$ cat src/rtl/even_odd.sv
// ============================================================================
// Module   : even_odd
// Brief    : Registered parity classifier with saturating even/odd tallies.
// Revision : 1.0 - initial release
// ============================================================================
`default_nettype none

module even_odd #(
    parameter int WIDTH = 8,
    parameter int CNT_W = 16
) (
    input  logic             clk,
    input  logic             rst_n,
    input  logic [WIDTH-1:0] num,
    input  logic             in_valid,
    input  logic             clear,
    output logic             is_even,
    output logic             is_odd,
    output logic             out_valid,
    output logic [CNT_W-1:0] even_count,
    output logic [CNT_W-1:0] odd_count
);

    localparam logic [CNT_W-1:0] c_CNT_MAX = '1;
    localparam logic [CNT_W-1:0] c_CNT_ONE = CNT_W'(1);

    logic             r_is_even;
    logic             r_is_odd;
    logic             r_out_valid;
    logic [CNT_W-1:0] r_even_count;
    logic [CNT_W-1:0] r_odd_count;

    logic             w_take_even;
    logic             w_take_odd;
    logic             w_unused_num;

    // Parity depends only on the LSB; the upper sample bits are don't-care.
    assign w_unused_num = ^num;
    assign w_take_even  = in_valid & ~num[0];
    assign w_take_odd   = in_valid &  num[0];

    always_ff @(posedge clk or negedge rst_n) begin
        if (!rst_n) begin
            r_is_even    <= 1'b0;
            r_is_odd     <= 1'b0;
            r_out_valid  <= 1'b0;
            r_even_count <= '0;
            r_odd_count  <= '0;
        end else begin
            r_out_valid <= in_valid;
            if (in_valid) begin
                r_is_even <= ~num[0];
                r_is_odd  <=  num[0];
            end

            // A clear restarts both tallies, but a same-cycle sample still counts.
            if (clear) begin
                r_even_count <= CNT_W'(w_take_even);
                r_odd_count  <= CNT_W'(w_take_odd);
            end else begin
                if (w_take_even && (r_even_count != c_CNT_MAX)) begin
                    r_even_count <= r_even_count + c_CNT_ONE;
                end
                if (w_take_odd && (r_odd_count != c_CNT_MAX)) begin
                    r_odd_count <= r_odd_count + c_CNT_ONE;
                end
            end
        end
    end

    assign is_even    = r_is_even;
    assign is_odd     = r_is_odd;
    assign out_valid  = r_out_valid;
    assign even_count = r_even_count;
    assign odd_count  = r_odd_count;

endmodule

`default_nettype wire

$ cat config.mk
export PLATFORM = sky130hd
export DESIGN_NAME = even_odd
export DESIGN_NICKNAME = d
export VERILOG_FILES = /design/src/rtl/even_odd.sv
export SDC_FILE = /design/constraint.sdc
export NUM_CORES = 1
export LEC_CHECK = 0
export ABC_CLOCK_PERIOD_IN_PS = 2300
export CORE_MARGIN = 2
export CORE_UTILIZATION = 51
export CTS_BUF_LIST = sky130_fd_sc_hd__clkbuf_8
export DETAILED_ROUTE_END_ITERATION = 12
export PLACE_DENSITY = 0.82
export SYNTH_ARGS = -nofsm -noshare
export SYNTH_HDL_FRONTEND = slang
export SYNTH_SLANG_ARGS = --single-unit
$ cat constraint.sdc
create_clock -name clk -period 2.3 [get_ports clk]
set_input_delay 0.23 -clock clk [delete_from_list [all_inputs] [get_ports clk]]
set_output_delay 0.23 -clock clk [all_outputs]
set_load 0.02 [all_outputs]
== Word-level counts from Yosys, hierarchy flattened ==
Index checks and enable logic that the tools add are counted.
Operators by class
  $add $sub $neg: 2
  equality and inequality tests: 2
  mux-type cells: 4
  bitwise logic cells: 3
  reduce and logical (&&, ||, !) cells: 4
Operator list (count)
  16-bit 2-to-1 mux: 4
  16-bit by 1-bit adder with 16-bit output (second input constant): 2
  16-bit inequality test (second input constant): 2
  2-bit nonzero test: 2
  1-bit bitwise AND: 2
  1-bit logical AND: 2
  1-bit inverter: 1
Storage, ports and cells
  bits in registers: 35
  output and inout port bits: 35
  logic and storage cells: 20

== Longest topological paths before layout ==
  word-level depth: 5
  gate-level depth with buffers: 6
  mapped depth without buffers: 6

== Worst setup path after synthesis ==
No wires, ideal clock.
  path type: reg2reg
  start point: register r_even_count[0] (netlist: even_count[0])
  end point: register r_even_count[14] (netlist: even_count[14])
  setup time: 0.132 ns
  data arrival time: 1.695 ns
  required time: 2.168 ns
  setup slack: 0.473 ns
  cell stages (with the launch flop): 7
  path buffers: 0
  period minus slack after synthesis: 1.827 ns
  path through: dfrtp_1 ha_1 nand2_1 or3_1 o2111ai_1 xor2_1 nor2_1
Between the ends
  cells in the longest elaborated chain, start to end: 3
  elaborated cells on any way between the ends: 6
Ends and longest elaborated chain
  start, declared: RTL line 30  | logic [CNT_W-1:0] r_even_count;
  start signal, assigned: RTL line 58  | r_even_count <= CNT_W'(w_take_even);
  start signal, assigned: RTL line 62  | r_even_count <= r_even_count + c_CNT_ONE;
  16-bit by 1-bit adder with 16-bit output or 16-bit inequality test (tied branches): RTL line 62, 61
  16-bit 2-to-1 mux or 1-bit logical AND (tied branches): RTL line 61  | if (w_take_even && (r_even_count != c_CNT_MAX)) begin
  16-bit 2-to-1 mux or 2-bit nonzero test (tied branches)
Parallel ways exist; a longest one is shown, timed or not. The select of a mux whose other input is x is not followed.
A chain may end at the register's enable or synchronous reset.

== Worst setup path in the final report ==
Ends and elaborated chain as after synthesis.

==> flow_metrics.py <==
metrics = {
    "yosys": {
        "synthMuxAreaShare": 0.0212,
        "synth_top_cell_by_area": "dfrtp_1",
        "ys_top_cells_by_area": "dfrtp_1 46%, nor2_1 6.0%, xor2_1 5.1%",
        "synth_nets": 212,
        "synth_compound_area_frac": 0.0715,
        "synth_adder_area_share": 0.0132,
        "yosysUniqueCellTypes": 40,
        "avgSynthCellArea_um2": 9.54,
        "async_flop_share": 1.00,
        "synth-simple-area-share": 0.323,
        "ys_warn_count": 0,
        "ys_ff_latch": 35,
        "synth-main-ff-cell": "dfrtp_1",
        "synth_area_um2": 1890,
        "synth_top_family_by_area": "simple AND/OR/NAND/NOR gates",
        "synthXorXnorAreaFrac": 0.0881,
        "syn_inst": 198,
        "yosysTopAreaCellShare": 0.464,
        "ys_seq_area_frac": 0.464,
        "synth_edf_count": 0,
    },
    "cts": {
        "clk_pin_slew_worst_paths_ns": 0.08,
        "clk_latency_ns": 0.29,
        "root_buffer": "clkbuf_8",
        "cts_buffer_depth": 2,
        "cts-buffers-inserted": 5,
        "cts_tree": "yes",
        "h-tree-depth": 2,
        "cts_resized": 0,
        "hold_buffers": 0,
        "clock_sinks": 35,
        "post-cts-setup-buffer-count": 0,
    },
    "cells_and_area": {
        "area_growth_pct": 30.0,
        "layout_common_cells": "39 x clkdlybuf4s50_1, 35 x dfrtp_1, 30 x nor2_1",
        "fin_cells": 291,
        "fin_util": 0.681,
        "nNetsFinal": 256,
        "final_area_um2": 2460,
        "antenna_cells": 0,
        "final_common_cell": "clkdlybuf4s50_1",
        "drive_gt1_frac": 0.0823,
    },
    "sta": {
        "period_needed_ns": 1.99,
        "hold_slack_ns": 0.341,
        "fin_crit_sh": 0.865,
        "fin_ws_ns": 0.309,
        "maxSlewHeadroom": 0.495,
        "rsz0062_at_grt": "false",
        "hold_viol": 0,
        "finalSetupViolations": 0,
        "clock_skew_ns": 0.0104,
        "fin_setup_tns_ns": 0,
        "worst_pin_slew_ns": 0.755,
        "slew_violations": 0,
        "fmax_ghz": 0.502,
    },
    "worst_hold_path": {
        "hold_path.class": "in2async",
    },
    "critical_path": {
        "reg2reg_from": "even_count[0]",
        "crit_path_end_kind": "flip-flop",
        "critPathBufInv": 0,
        "slowest_delay_ns": 0.48,
        "cp.depth": 6,
        "cp_slowest_cell": "dfrtp_1",
        "start_kind": "flip-flop",
        "critical_path.top_delay_family": "simple AND/OR/NAND/NOR gates",
        "worstPathMaxFanout": 8,
        "worstSetupPathType": "reg2reg",
        "crit_chain": "ha_1 > nand2_1 > or3_1 > o2111ai_1 > xor2_1 > nor2_1",
        "cp.required_ns": 2.44,
        "cp-startpoint": "even_count[0]",
        "reg2reg_depth": 6,
        "crit_arrival_ns": 2.13,
    },
    "power_and_ir_drop": {
        "finalPower_mw": 1.29,
        "power_frac_comb": 0.074,
        "intPower_mw": 0.987,
        "p_leak_nw": 0.998,
        "p_clk_frac": 0.429,
        "peakVddDrop_mv": 0.341,
        "p_sw_frac": 0.232,
        "p_sw_mw": 0.298,
        "powerDensity_nw_per_um2": 523,
        "seqPwrFrac": 0.497,
    },
    "floorplanning": {
        "std_cell_rows": 22,
        "die_w_um": 64.9,
        "initial_core_util": 0.524,
        "fp.dieArea_um2": 4210,
        "io_pins": 47,
        "dieHeight_um": 64.9,
        "core_um2": 3610,
    },
    "placement": {
        "hpwlAfterDp_um": 2770,
        "io_buffers": 39,
        "dp_cells": 283,
        "place_ws_ns": 0.269,
        "place.gp.congestion": 0.882,
        "dpl_cell_area_um2": 2340,
    },
    "grt": {
        "grt.busiest_layer": "met2",
        "antenna_found_initial": 0,
        "grt_max_degree": 36,
        "use_met2": 0.338,
        "grt-ovfl-total": 0,
        "grt_pass1_wl_um": 6890,
        "grt_pass1_vias": 1473,
        "grt_use_met1": 0.276,
        "grt_use_met3": 0.0677,
        "track_usage": 0.210,
    },
    "drt": {
        "wl_per_cell_um": 13.9,
        "routed_wl_um": 4050,
        "via_per_inst": 5.55,
        "vias": 1614,
        "drc": 0,
        "drtAntennaViolNets": 0,
        "dr.pass1.iters": 4,
        "drt_iter0_markers": 97,
    },
    "flow_run": {
        "drv_cap": 0,
    },
    "status": {
        "outcome": "completed",
    },
}
==> power groups by stage <==
stage	registers [mW]	logic (mW)	clock network (mW)
after floorplan	0.662	0.0302	0
after global placement	0.651	0.0948	0
after detailed placement	0.652	0.0966	0
after CTS	0.639	0.0968	0.563
after global routing	0.641	0.106	0.597
final	0.639	0.0947	0.551
==> sequential cells by signal, summed over array words and instances, names as in the netlist <==
register	cells
odd_count	16
is_even	1
out_valid	1
is_odd	1
even_count	16
==> area by class of cell <==
| class | instances | area [um2] |
|---|---|---|
| clock inverters | 3 | 43.8 |
| multi-input cells | 153 | 976 |
| clock buffers | 5 | 68.8 |
| repair buffers | 42 | 413 |
| flip-flops and latches | 35 | 876 |
| well taps | 48 | 60.1 |
| fillers | 303 | 1150 |
| inverters | 5 | 18.8 |
==> worst reg2reg max path, delay by kind of cell, from the launching register on <==
family | cells | cell delay, ns
AOI/OAI and AO/OA | 1 | 0.25
xor gates and xnor gates | 1 | 0.17
adders and majority gates | 1 | 0.31
DFF | 1 | 0.48
and+or+nand+nor | 3 | 0.63
==> final timing paths <==
| kind | slack (ns) | to |
|---|---|---|
| worst min-delay path | 0.34 | even_count[4] |
| min in group clk | 0.52 | is_even |
| max in group asynchronous | 1.65 | odd_count[1] |
| worst max register to register | 0.31 | even_count[14] |
| worst min register to register | 0.52 | is_even |
| worst max-delay path | 0.31 | even_count[14] |
==> kinds of logic after synthesis <==
group / Yosys count
AO/OA/AOI/OAI: 23
multiplexers: 4
adder cells (fa/ha/maj): 2
buffers and inverters: 10
XOR/XNOR: 19
AND/OR/NAND/NOR: 105
flip-flops: 35
==> routing by layer <==
layer | wire [um] | part of all wire
met1 | 1820 | 0.45
met2 | 1990 | 0.49
met3 | 208 | 0.051
met4 | 31 | 0.0076
met5 | 0 | 0
==> cell usage after synthesis (3+ instances only) <==
cell      number
inv_1          5
xor2_1        11
mux2i_1        4
o21ai_0        8
nand4_1        7
and3_1         6
nand2_1       14
dfrtp_1       35
clkbuf_1       4
xnor2_1        8
and4_1         5
or3_1          3
nor2_1        30
a31oi_1        3
nand3_1       11
nand2b_1       3
nor3_1         8
a21oi_1        6
No activity file was read; power rests on OpenSTA's default activity.
